===== config.mk =====
export PLATFORM = sky130hd
export DESIGN_NAME = fpu_to_int_flat
export DESIGN_NICKNAME = d
export VERILOG_FILES = /design/src/rtl/fpu_to_int_if.sv /design/src/rtl/fpu_to_int.sv /design/src/flat_wrapper.sv
export SDC_FILE = /design/constraint.sdc
export NUM_CORES = 1
export LEC_CHECK = 0
export ABC_AREA = 1
export BUFFER_PORTS_ARGS = -buffer_cell sky130_fd_sc_hd__clkbuf_2
export CAP_MARGIN = 10
export CORE_MARGIN = 5
export CORE_UTILIZATION = 29
export CTS_CLUSTER_DIAMETER = 30
export DETAILED_ROUTE_END_ITERATION = 10
export PLACE_DENSITY = 0.54
export SLEW_MARGIN = 10
export SYNTH_ARGS = -nofsm -noshare
export SYNTH_HDL_FRONTEND = slang
export SYNTH_SLANG_ARGS = --single-unit

===== constraint.sdc =====
create_clock -name clk -period 3.4 [get_ports clk]
set_input_delay 0.17 -clock clk [delete_from_list [all_inputs] [get_ports clk]]
set_output_delay 0.17 -clock clk [all_outputs]
set_load 0.1 [all_outputs]

===== src/rtl/fpu_to_int_if.sv =====
//------------------------------------------------------------------------------
// fpu_to_int_if
// Valid/ready bundle between the FPU result port, the float-to-int decoder and
// the integer datapath consumer.
// Revision: 1.0
//------------------------------------------------------------------------------
`default_nettype none

interface fpu_to_int_if;
    logic        in_valid;
    logic        in_ready;
    logic [31:0] in_data;
    logic [3:0]  in_status;
    logic        out_valid;
    logic        out_ready;
    logic [31:0] out_data;
    logic        out_sat;
    logic        out_inexact;

    // Producer of floats / consumer of integers (testbench or surrounding logic)
    modport master (
        output in_valid, in_data, in_status, out_ready,
        input  in_ready, out_valid, out_data, out_sat, out_inexact
    );

    // The converter itself
    modport slave (
        input  in_valid, in_data, in_status, out_ready,
        output in_ready, out_valid, out_data, out_sat, out_inexact
    );
endinterface

`default_nettype wire


===== src/rtl/fpu_to_int.sv =====
//------------------------------------------------------------------------------
// fpu_to_int
// Converts the FPU's 1/7/24 custom float plus status into a signed 32-bit
// integer, truncating toward zero, using an iterative SHIFT_STEP-bit shifter.
// Revision: 1.0
//------------------------------------------------------------------------------
`default_nettype none

module fpu_to_int #(
    parameter int SHIFT_STEP = 1,
    parameter int EXP_BIAS   = 63
) (
    input  logic         clk,
    input  logic         rst,
    fpu_to_int_if.slave  bus,
    output logic         busy
);

    // Exponent thresholds: RIGHT for [RIGHT_LO, LEFT_LO), LEFT for [LEFT_LO, SAT_LO)
    localparam logic [31:0] C_RIGHT_LO = 32'(EXP_BIAS);
    localparam logic [31:0] C_LEFT_LO  = 32'(EXP_BIAS + 24);
    localparam logic [31:0] C_SAT_LO   = 32'(EXP_BIAS + 31);
    localparam logic [31:0] C_EXP_MAX  = 32'd127;
    localparam logic [4:0]  C_STEP     = 5'(SHIFT_STEP);

    typedef enum logic [1:0] {
        ST_IDLE  = 2'd0,
        ST_SHIFT = 2'd1,
        ST_DONE  = 2'd2
    } state_t;

    state_t      state_q;
    logic        sign_q;
    logic        dir_left_q;
    logic        sat_q;
    logic        small_q;
    logic        sticky_q;
    logic        stat_inx_q;
    logic [31:0] mag_q;
    logic [4:0]  rem_q;
    logic        out_valid_q;
    logic [31:0] out_data_q;
    logic        out_sat_q;
    logic        out_inexact_q;

    // Input classification (only meaningful in IDLE when a float is offered)
    logic [31:0] exp_w;
    logic        cls_zero_w;
    logic        cls_sat_w;
    logic        cls_small_w;
    logic        cls_left_w;
    logic [4:0]  rem_right_w;
    logic [4:0]  rem_left_w;

    assign exp_w       = {25'd0, bus.in_data[30:24]};
    assign cls_zero_w  = (exp_w == 32'd0) || bus.in_status[2];
    assign cls_sat_w   = (exp_w == C_EXP_MAX) || bus.in_status[1] || (exp_w >= C_SAT_LO);
    assign cls_small_w = (exp_w < C_RIGHT_LO);
    assign cls_left_w  = (exp_w >= C_LEFT_LO);
    assign rem_right_w = 5'(C_LEFT_LO - exp_w);
    assign rem_left_w  = 5'(exp_w - C_LEFT_LO);

    // One shifter step: never move more bits than remain
    logic [4:0]  step_k;
    logic [31:0] mag_right_d;
    logic [31:0] mag_left_d;
    logic [31:0] lost_bits;
    logic [4:0]  rem_d;

    assign step_k      = (rem_q < C_STEP) ? rem_q : C_STEP;
    assign mag_right_d = mag_q >> step_k;
    assign mag_left_d  = mag_q << step_k;
    assign lost_bits   = mag_q & ~(32'hFFFF_FFFF << step_k);
    assign rem_d       = rem_q - step_k;

    // Final integer: saturation constant or two's-complement of the magnitude
    logic [31:0] result_d;
    always_comb begin
        result_d = mag_q;
        if (sat_q) begin
            result_d = sign_q ? 32'h8000_0000 : 32'h7FFF_FFFF;
        end else if (sign_q) begin
            result_d = ~mag_q + 32'd1;
        end
    end

    // Control FSM with registered result outputs
    always_ff @(posedge clk or posedge rst) begin
        if (rst) begin
            state_q       <= ST_IDLE;
            sign_q        <= 1'b0;
            dir_left_q    <= 1'b0;
            sat_q         <= 1'b0;
            small_q       <= 1'b0;
            sticky_q      <= 1'b0;
            stat_inx_q    <= 1'b0;
            mag_q         <= 32'd0;
            rem_q         <= 5'd0;
            out_valid_q   <= 1'b0;
            out_data_q    <= 32'd0;
            out_sat_q     <= 1'b0;
            out_inexact_q <= 1'b0;
        end else begin
            case (state_q)
                ST_IDLE: begin
                    if (bus.in_valid) begin
                        sign_q     <= bus.in_data[31];
                        mag_q      <= {7'd0, 1'b1, bus.in_data[23:0]};
                        sticky_q   <= 1'b0;
                        stat_inx_q <= bus.in_status[3];
                        sat_q      <= 1'b0;
                        small_q    <= 1'b0;
                        dir_left_q <= 1'b0;
                        rem_q      <= 5'd0;
                        // Priority: zero/underflow beats saturation beats range checks
                        if (cls_zero_w) begin
                            mag_q <= 32'd0;
                        end else if (cls_sat_w) begin
                            sat_q <= 1'b1;
                        end else if (cls_small_w) begin
                            mag_q   <= 32'd0;
                            small_q <= 1'b1;
                        end else if (cls_left_w) begin
                            dir_left_q <= 1'b1;
                            rem_q      <= rem_left_w;
                        end else begin
                            rem_q <= rem_right_w;
                        end
                        state_q <= ST_SHIFT;
                    end
                end
                ST_SHIFT: begin
                    if (rem_q != 5'd0) begin
                        mag_q <= dir_left_q ? mag_left_d : mag_right_d;
                        if (!dir_left_q) begin
                            sticky_q <= sticky_q | (|lost_bits);
                        end
                        rem_q <= rem_d;
                    end else begin
                        out_data_q    <= result_d;
                        out_sat_q     <= sat_q;
                        out_inexact_q <= sticky_q | stat_inx_q | small_q;
                        out_valid_q   <= 1'b1;
                        state_q       <= ST_DONE;
                    end
                end
                ST_DONE: begin
                    if (bus.out_ready) begin
                        out_valid_q <= 1'b0;
                        state_q     <= ST_IDLE;
                    end
                end
                default: begin
                    state_q <= ST_IDLE;
                end
            endcase
        end
    end

    assign bus.in_ready    = (state_q == ST_IDLE);
    assign bus.out_valid   = out_valid_q;
    assign bus.out_data    = out_data_q;
    assign bus.out_sat     = out_sat_q;
    assign bus.out_inexact = out_inexact_q;
    assign busy            = (state_q != ST_IDLE);

endmodule

`default_nettype wire

===== src/flat_wrapper.sv =====
// flat-port wrapper written by rule: the top's interface ports become plain ports
module fpu_to_int_flat 
#(
    parameter int SHIFT_STEP = 1,
    parameter int EXP_BIAS   = 63
)
  (clk, rst, busy, bus_in_valid, bus_in_data, bus_in_status, bus_out_ready, bus_in_ready, bus_out_valid, bus_out_data, bus_out_sat, bus_out_inexact);
  fpu_to_int_if bus_i ();
  input  logic clk;
  input  logic rst;
  output logic busy;
  input wire logic [$bits(bus_i.in_valid)-1:0] bus_in_valid;
  input wire logic [$bits(bus_i.in_data)-1:0] bus_in_data;
  input wire logic [$bits(bus_i.in_status)-1:0] bus_in_status;
  input wire logic [$bits(bus_i.out_ready)-1:0] bus_out_ready;
  output wire logic [$bits(bus_i.in_ready)-1:0] bus_in_ready;
  output wire logic [$bits(bus_i.out_valid)-1:0] bus_out_valid;
  output wire logic [$bits(bus_i.out_data)-1:0] bus_out_data;
  output wire logic [$bits(bus_i.out_sat)-1:0] bus_out_sat;
  output wire logic [$bits(bus_i.out_inexact)-1:0] bus_out_inexact;
  assign bus_i.in_valid = bus_in_valid;
  assign bus_i.in_data = bus_in_data;
  assign bus_i.in_status = bus_in_status;
  assign bus_i.out_ready = bus_out_ready;
  assign bus_in_ready = bus_i.in_ready;
  assign bus_out_valid = bus_i.out_valid;
  assign bus_out_data = bus_i.out_data;
  assign bus_out_sat = bus_i.out_sat;
  assign bus_out_inexact = bus_i.out_inexact;
  fpu_to_int #(.SHIFT_STEP(SHIFT_STEP), .EXP_BIAS(EXP_BIAS)) u_core (.clk(clk), .rst(rst), .bus(bus_i), .busy(busy));
endmodule

After elaboration in Yosys (flattened, before gate mapping). Index checks and enable logic that the tools add are counted.

Reduce and logical (&&, ||, !) cells: 16. Add/subtract/negate cells: 4. Shift-type cells: 3. Bitwise operators: 7. $lt $le $gt $ge: 4. Multiplexer cells: 38. Eq/ne operators: 8.

Operators with widths (number): 32-bit two-way mux (8); 32-bit inverter (2); 32-bit case mux with 2 select lines (1); 5-bit two-way mux (7); 32-bit by 1-bit adder with 32-bit output (second input constant) (1); 32-bit AND (1); 32-bit logical NOT (1); 32-bit OR reduction (1); 32-bit by 5-bit << shifter with 32-bit output (1); 32-bit by 5-bit << shifter with 32-bit output (first input constant) (1); 32-bit by 5-bit >> shifter with 32-bit output (1); 25-bit two-way mux (1); 7-bit greater-or-equal comparator (second input constant) (2); 1-bit two-way mux (14); 5-bit case mux with 2 select lines (1); 3-bit AND reduction (3); 2-bit inequality test (second input constant) (4); 7-bit == test (second input constant) (1); 7-bit by 6-bit < comparator with 1-bit output (second input constant) (1); 2-bit two-way mux (3); 2-bit case mux with 3 select lines (1); 2-bit nonzero test (3); 5-bit by 1-bit < comparator with 1-bit output (second input constant) (1); 5-bit nonzero test (1); other kinds (13) (19).

Input bits: 40. Word-level logic and storage cells: 93. Flip-flop bits (word level): 80. Output and inout port bits: 37.

Longest topological paths before layout. Gate-level depths: netlist of the first run.

Word-level depth: 10. Gate-level depth with buffers: 12. Depth with buffers taken out: 11.

Least setup slack after synthesis of the first run. No wires, ideal clock.

Path type: reg2reg. Start: register u_core.state_q[1]. End: register u_core.rem_q[2]. Arrival time: 2805 ps. Slack: 529 ps. Buffers on the path: 0. Clock period less this slack: 2871 ps. Cell stages (with the launch flop): 8. Data required time: 3335 ps. Setup time: 65 ps. Cell sequence: dfrtp_1 nor2_1 nand2_1 nand2_4 inv_1 nor2_1 o211ai_1 nand2_1.

Longest elaborated chain between the ends: 3. Elaborated cells on any way between the ends: 7. Classes of those cells: eq/ne: 3; mux: 1; reduce/logical: 3.

Ends and longest elaborated chain: start: declaration (RTL line fpu_to_int.sv:32) `state_t state_q;`; start signal: assignment (RTL line fpu_to_int.sv:90) `state_q <= ST_IDLE;`; start signal: assignment (RTL line fpu_to_int.sv:129) `state_q <= ST_SHIFT;`; start signal: assignment (RTL line fpu_to_int.sv:144) `state_q <= ST_DONE;`; 2-bit logical NOT (*); via bus_in_ready (RTL line flat_wrapper.sv:16) `output wire logic [$bits(bus_i.in_ready)-1:0] bus_in_ready;`; 2-bit inequality test (no line) / 2-bit nonzero test (equally long branches); 3-bit AND reduction (no line); end signal: assignment (RTL line fpu_to_int.sv:125) `rem_q <= rem_left_w;`; end signal: assignment (RTL line fpu_to_int.sv:127) `rem_q <= rem_right_w;`; end signal: assignment (RTL line fpu_to_int.sv:138) `rem_q <= rem_d;`; end: declaration (RTL line fpu_to_int.sv:40) `logic [4:0] rem_q;`.

The timed path passes the listed nets; every way through them passes the cells marked *. A chain may end at the register's enable or synchronous reset.

Worst setup path after layout of the first run.
Start: register u_core.state_q[1]. End: register u_core.out_data_q[26], in the netlist u_core.bus.out_data[26].

Longest elaborated chain between the ends: 2.

Ends and longest elaborated chain: 2-bit by 1-bit == test with 1-bit output (RTL line fpu_to_int.sv:104) `case (state_q)`; 2-bit AND reduction (no line); end signal: assignment (RTL line fpu_to_int.sv:140) `out_data_q <= result_d;`; end: declaration (RTL line fpu_to_int.sv:42) `logic [31:0] out_data_q;`.

No other way between the ends.

==> results.toml, run 1 <==
[setup_path]
reg2reg_slack_ns = 0.97
path_max_fanout = 20
critical_path.most_common_cell = "sky130_fd_sc_hd__inv_2"
worstPathCellList = "nor2_2 -> inv_2 -> nor2_4 -> inv_2 -> a21oi_2 -> a21oi_1"
worst_reg2reg_endpoint = "u_core.bus.out_data[26]$_DFFE_PP0P_"
critical_path_arrival_ns = 2.63
timing_worst_setup_path_type = "register to register"
cp-end-kind = "register"
critical_path.endpoint = "u_core.bus.out_data[26]$_DFFE_PP0P_"
critical_path.startpoint_type = "register"
worst_path_largest_cell_delay_ns = 0.67
highest_delay_cell_along_the_critical_path = "sky130_fd_sc_hd__nor2_2"
crit_start = "u_core.state_q[1]$_DFFE_PP0P_"
worst_r2r_startpoint = "u_core.state_q[1]$_DFFE_PP0P_"
worst-endpoint-required_ns = 3.60
reg2reg_depth = 6

[synth]
synth_most_common_cell = "sky130_fd_sc_hd__nand2_1"
asr_flop_ratio_synth = 1.00
ys_top_cells_by_area = "sky130_fd_sc_hd__dfrtp_1, sky130_fd_sc_hd__nand2_1, sky130_fd_sc_hd__nand3_1"
synthFlopType = "sky130_fd_sc_hd__dfrtp_1"
synthDistinctLibCells = 40
syn_area_um2 = 5220
synthTopCellsByCount = "sky130_fd_sc_hd__nand2_1, sky130_fd_sc_hd__nor2_1, sky130_fd_sc_hd__nand3_1"
yosysWarningCount = 0
postSynthRegisterBits = 80
synth_edf_count = 0
synth.yosys.seq_area_share = 0.383
synth_largest_area_cell = "sky130_fd_sc_hd__dfrtp_1"
synth.net_count = 819
syn_inst = 773
netlist.area_leader.share = 0.383
post_synth.cell_area_avg_um2 = 6.76

[grt]
via_count_of_the_first_global_routing_pass = 5000
grt_antenna_before_repair = 0
globalRoute.totalOverflow = 0
grt_max_degree = 41
grt_resource_usage_total = 0.156
grt_pass1_wl_um = 25800

[clock_tree]
clock_sinks = 80
cts_htree_levels = 3
tritoncts = "done"
cts_root_buffer = "sky130_fd_sc_hd__clkbuf_16"
worst_setup_hold_path_clk_slew_ns = 0.06
clock_tree.buffer_depth = 2
clk-insertion-delay-late_ns = 0.35
post_cts_resized = 0
cts_setup_buffers = 0
cts_made_buffers = 9

[worst_hold_path]
hold_path.class = "primary input to register"
min_from = "bus_in_status[3]"

[detailed_routing]
post-route-drc-count = 0
route.final.wire_length_um = 15500
drtPass1Iterations = 5
drt_iter0_markers = 321
detail_route.wl_per_cell_um = 14.5
route.antenna.remaining_nets = 0
vias_per_cell = 4.85
vias = 5179

[timing]
worst_clock_skew_ns = 0.00899
finalSetupViolCount = 0
final_report_max_slew_violation_count = 0
final-hold-violation-count = 0
finalWorstPathRequiredPeriod_ns = 2.43
timing.fmax_mhz = 412
maxSlewHeadroom = 0.362
max_slew.worst_pin.slew_ns = 0.956
fin_tns_setup_ns = 0
layout_worst_path_cycle_share = 0.714
rsz0062_at_grt = "no"

[final_layout]
net_count_of_the_finished_layout = 881
antenna_cells_inserted = 0
drive_gt1_frac = 0.137
finish.cell_count_without_fillers = 1068
layout.filler_cells = 1956
area.growth.synth_to_final_pct = 16.4
layout.cell_area.non_filler_um2 = 6080

[floorplan]
design.portCount = 77
fp.dieArea_um2 = 20800
initial_utilization = 0.293
fp-row-count = 49
design.core.area_um2 = 17800
die_w_um = 144
die_height_um = 144

[flow_run]
drv_cap = 0

[place]
globalplace.congestion = 0.865
place_hpwl_um = 11100
buffer_ports.inserted = 75
postPlaceCellArea_um2 = 5780
placed_cells_incl_taps = 1052

[status]
run_status = "complete, no violations"
cells by family after synthesis:
| kind of cell | after synthesis | share of synthesized area |
|---|---|---|
| AO/OA/AOI/OAI | 128 | 0.138 |
| flip-flops | 80 | 0.383 |
| XOR/XNOR | 8 | 0.0134 |
| adder cells (fa/ha/maj) | 6 | 0.0144 |
| AND/OR/NAND/NOR | 443 | 0.362 |
| buffers and inverters | 108 | 0.0886 |
cell usage in the layout (no fill, tap or decap), types with 9 or more instances in the layout:
cell type                   netlist  routed
sky130_fd_sc_hd__o21ai_0         46      46
sky130_fd_sc_hd__nand3_1         87      87
sky130_fd_sc_hd__a21oi_1         44      44
sky130_fd_sc_hd__buf_4            3      11
sky130_fd_sc_hd__clkbuf_2         0      75
sky130_fd_sc_hd__inv_1           67      66
sky130_fd_sc_hd__clkbuf_16        0       9
sky130_fd_sc_hd__dfrtp_1         80      80
sky130_fd_sc_hd__nand4_1         13      13
sky130_fd_sc_hd__nor2_1          95      95
sky130_fd_sc_hd__a31oi_1         10      10
sky130_fd_sc_hd__nand2_1        229     229
registers in the layout (all words and copies together) (netlist names):
signal,cells
u_core.rem_q,5
u_core.sat_q,1
u_core.state_q,2
u_core.sign_q,1
u_core.sticky_q,1
u_core.dir_left_q,1
u_core.bus.out_inexact,1
u_core.bus.out_valid,1
u_core.bus.out_sat,1
u_core.small_q,1
u_core.stat_inx_q,1
u_core.mag_q,32
u_core.bus.out_data,32
worst max-delay path: cells and delay by family, from the launching register on:
kind | cells | cell delay (ns)
flops | 1 | 0.41
buf+inv | 2 | 0.34
compound gates | 2 | 0.69
simple gates | 2 | 0.82
cell type report:
| class | count | area [µm²] | area share |
|---|---|---|---|
| Clock buffer | 12 | 246 | 0.0405 |
| Tap cell | 229 | 287 | 0.0471 |
| Clock inverter | 3 | 42.5 | 0.00700 |
| Timing Repair Buffer | 87 | 468 | 0.0770 |
| Multi-Input combinational cell | 585 | 2760 | 0.454 |
| Sequential cell | 80 | 2000 | 0.329 |
| Inverter | 72 | 277 | 0.0455 |
through the flow:
step / hold WS, ns / setup slack (ns) / utilization
floorplan: 0.277 / 0.529 / -
CTS: 0.0301 / 0.926 / 0.341
global route: 0.0383 / 0.771 / 0.341
global placement: 0.0376 / 0.986 / 0.324
detailed placement: 0.0408 / 0.937 / 0.324
finish: 0.0284 / 0.974 / 0.341
metal layers:
metal | vias to the layer above | wire [µm] | share of wire | GRT usage
met1 | 2420 | 7330 | 0.47 | 0.209
met2 | 91 | 7270 | 0.47 | 0.257
li1 | 2652 | - | - | -
met5 | - | 0 | 0 | 0
met4 | 0 | 231 | 0.015 | 0.0457
met3 | 16 | 641 | 0.041 | 0.0288
how the worst min path moves through the flow:
| stage | to | depth (start not counted) |
|---|---|---|
| floorplan | u_core.state_q[1]$_DFFE_PP0P_ | 1 |
| global route | u_core.state_q[1]$_DFFE_PP0P_ | 2 |
| finish | u_core.stat_inx_q$_DFFE_PP0P_ | 3 |
| global placement | u_core.state_q[1]$_DFFE_PP0P_ | 2 |
| CTS | u_core.state_q[1]$_DFFE_PP0P_ | 2 |
| detailed placement | u_core.state_q[1]$_DFFE_PP0P_ | 2 |
repair_timing:
item | 4_1_cts | 5_1_grt
endpoints found under the setup margin | 0 | 0
hold endpoints to repair | 5 | 0
hold buffers | 1 | 0
Power of run 1 is left out: the tool's default activity adds up to more than one toggle a clock period on the data nets, which glitch-free logic cannot reach.
==> run 2: changes to the inputs <==
--- a/config.mk
+++ b/config.mk
@@ -5,14 +5,14 @@
 export SDC_FILE = /design/constraint.sdc
 export NUM_CORES = 1
 export LEC_CHECK = 0
-export ABC_AREA = 1
+export ABC_AREA = 0
 export BUFFER_PORTS_ARGS = -buffer_cell sky130_fd_sc_hd__clkbuf_2
 export CAP_MARGIN = 10
 export CORE_MARGIN = 5
 export CORE_UTILIZATION = 29
 export CTS_CLUSTER_DIAMETER = 30
 export DETAILED_ROUTE_END_ITERATION = 10
-export PLACE_DENSITY = 0.54
+export PLACE_DENSITY = 0.56
 export SLEW_MARGIN = 10
 export SYNTH_ARGS = -nofsm -noshare
 export SYNTH_HDL_FRONTEND = slang
==> constraint.sdc (replaced) <==
create_clock -name clk -period 1.97 [get_ports clk]
set_input_delay 0.0985 -clock clk [delete_from_list [all_inputs] [get_ports clk]]
set_output_delay 0.0985 -clock clk [all_outputs]
set_load 0.1 [all_outputs]
==> run 2 against run 1 <==
  * The run now ends with negative setup slack left
  * Final cell count is 7.0% lower
  * Global-route usage rose by 1.1 points
  * Wire length increased by 6.9%
  * Area after synthesis shrank 3.8%
  * Count of clock-buffer cells in the layout decreased by 1
  * Sequential share of layout area decreased by 4.7 points
  * Core utilization grew 7.3 points
  * Die area shrank 3.6%
  * Synthesized cell count fell by 21%
  * Critical endpoint unchanged
  * Largest cell class unchanged
==> results.toml, run 2 <==
[status]
run_status = "complete, but fails checks"
failing_checks = "negative setup slack"

[setup_path]
worst-endpoint-required_ns = 2.23
path_max_fanout = 4
reg2reg_slack_ns = -0.07
worstPathBufferInverterCount = 1
cp-end-kind = "register"
worstPathCellList = "inv_2 -> ha_4 -> or3b_4 -> nor4b_4 -> nand3_2 -> or3b_1 -> a31oi_1"
timing.critical_path.max_delay_family = "simple AND/OR/NAND/NOR gates"
critical_path.startpoint_type = "register"
timing_worst_setup_path_type = "register to register"
highest_delay_cell_along_the_critical_path = "sky130_fd_sc_hd__or3b_4"
worst_path_largest_cell_delay_ns = 0.44
critical_path_arrival_ns = 2.30

[final_layout]
most-common-layout-cells = "sky130_fd_sc_hd__buf_4, sky130_fd_sc_hd__dfrtp_1, sky130_fd_sc_hd__nor2_1, sky130_fd_sc_hd__clkbuf_2, sky130_fd_sc_hd__nand2_1"
drive_gt1_frac = 0.341
layout.cells.most_common = "sky130_fd_sc_hd__buf_4"
layout.filler_cells = 1739
multi_input_gate_area_in_the_final_layout_um2 = 3060
layout.cell_area.non_filler_um2 = 7090
antenna_cells_inserted = 0
net_count_of_the_finished_layout = 812
area.growth.synth_to_final_pct = 41.2
seq_area_um2 = 2000

[synth]
synthDistinctLibCells = 58
ys_top_cells_by_area = "sky130_fd_sc_hd__dfrtp_1, sky130_fd_sc_hd__o21ai_0, sky130_fd_sc_hd__nor2_1"
syn_area_um2 = 5020
syn_inst = 612
synth_most_common_cell = "sky130_fd_sc_hd__dfrtp_1"
synthTopCellsByCount = "sky130_fd_sc_hd__dfrtp_1, sky130_fd_sc_hd__nor2_1, sky130_fd_sc_hd__nand2_1"
synthFlopType = "sky130_fd_sc_hd__dfrtp_1"
yosysWarningCount = 0
synth.net_count = 658
synth_largest_area_cell = "sky130_fd_sc_hd__dfrtp_1"
netlist.area_leader.share = 0.399
post_synth.cell_area_avg_um2 = 8.21
synth.yosys.seq_area_share = 0.399
asr_flop_ratio_synth = 1.00
postSynthRegisterBits = 80
synth_edf_count = 0

[clock_tree]
cts_made_buffers = 9
cts_htree_levels = 3
tritoncts = "done"
clk-insertion-delay-late_ns = 0.34
worst_setup_hold_path_clk_slew_ns = 0.06
clock_tree.buffer_depth = 2
clock_sinks = 80
cts_root_buffer = "sky130_fd_sc_hd__clkbuf_16"

[detailed_routing]
vias = 5087
detail_route.wl_per_cell_um = 16.6
vias_per_cell = 5.12
post-route-drc-count = 0
route.antenna.remaining_nets = 0
drtPass1Iterations = 5
route.final.wire_length_um = 16500
drt_iter0_markers = 388

[floorplan]
die_height_um = 142
design.core.area_um2 = 17100
die_w_um = 142
fp.dieArea_um2 = 20100
initial_utilization = 0.293
design.portCount = 77
fp-row-count = 48

[timing]
worst_clock_skew_ns = 0.00635
layout_worst_path_cycle_share = 1.03
timing.hold.ws_ns = 0.00721
finalSetupViolCount = 9
timing.fmax_mhz = 491
final-hold-violation-count = 0
rsz0062_at_grt = "yes"
final_report_max_slew_violation_count = 0
setup_ws_ns = -0.0663
finalWorstPathRequiredPeriod_ns = 2.04
maxSlewHeadroom = 0.634
max_slew.worst_pin.slew_ns = 0.551

[grt]
globalRoute.totalOverflow = 0
grt_resource_usage_total = 0.166
via_count_of_the_first_global_routing_pass = 4849
grt_max_degree = 81
grt_antenna_before_repair = 0
grt_pass1_wl_um = 26600

[flow_run]
drv_cap = 0

[place]
globalplace.congestion = 0.892
buffer_ports.inserted = 75
postPlaceCellArea_um2 = 6370
dp_slack_ns = -0.105
place_hpwl_um = 11600

[worst_hold_path]
hold_path.class = "primary input to register"
run 2: worst paths after layout:
path                                                    start                                   to  cells after the start
setup / recovery                  u_core.mag_q[0]$_DFFE_PP0P_  u_core.bus.out_data[26]$_DFFE_PP0P_                      7
hold / removal                                bus_in_data[10]         u_core.mag_q[10]$_DFFE_PP0P_                      3
setup reg to reg                  u_core.mag_q[0]$_DFFE_PP0P_  u_core.bus.out_data[26]$_DFFE_PP0P_                      7
hold reg to reg            u_core.bus.out_data[2]$_DFFE_PP0P_   u_core.bus.out_data[2]$_DFFE_PP0P_                      2
max in group asynchronous                                 rst         u_core.mag_q[19]$_DFFE_PP0P_                      4
min in group asynchronous                                 rst       u_core.bus.out_sat$_DFFE_PP0P_                      4
run 2: through the flow:
step | setup TNS (ns) | utilization | instances
2_1_floorplan | -5.69 | - | 612
3_3_place_gp | -1.13 | 0.372 | 954
3_5_place_dp | -1.86 | 0.372 | 954
4_1_cts | -0.273 | 0.405 | 988
5_1_grt | -1.90 | 0.414 | 993
6_report | -0.273 | 0.414 | 993
run 2: final cells by class:
| type | instances | share of cell area |
|---|---|---|
| Multi-Input combinational cell | 465 | 0.432 |
| Clock buffer | 11 | 0.0328 |
| Tap cell | 225 | 0.0397 |
| Clock inverter | 2 | 0.00141 |
| Inverter | 17 | 0.0111 |
| Sequential cell | 80 | 0.282 |
| Timing Repair Buffer | 193 | 0.201 |
run 2: repair_timing:
item                                    4_1_cts  5_1_grt
endpoints found under the setup margin       29       51
gates resized for setup                      27       33
cloned                                        3        0
endpoints found under the hold margin        94        0
buffers inserted                              3        5
hold buffers                                 15        0
pin swaps                                     6       22
run 2: worst reg2reg max path, delay by kind of cell (launching register included):
| kind | cells | cell delay, ns |
|---|---|---|
| adders and majority gates | 1 | 0.14 |
| DFF | 1 | 0.42 |
| buffers and inverters | 1 | 0.10 |
| AOI/OAI and AO/OA | 1 | 0.13 |
| and+or+nand+nor | 4 | 1.17 |
run 2: cells by family (layout without fill, tap and decap cells):
family | after synthesis | in the layout | synth area share
adders and majority gates | 6 | 6 | 0.0149
muxes | 35 | 35 | 0.0732
DFF | 80 | 80 | 0.399
xor gates and xnor gates | 12 | 12 | 0.0209
AOI/OAI and AO/OA | 167 | 167 | 0.205
and+or+nand+nor | 243 | 245 | 0.231
buffers and inverters | 69 | 223 | 0.0563
run 2: per-layer routing:
| layer | vias up | global-route usage | wire length [µm] |
|---|---|---|---|
| met3 | 21 | 0.0320 | 787 |
| li1 | 2505 | - | - |
| met2 | 128 | 0.261 | 7590 |
| met4 | 0 | 0.0475 | 313 |
| met1 | 2433 | 0.234 | 7840 |
| met5 | - | 0 | 0 |
Power of run 2 is left out for the same reason.
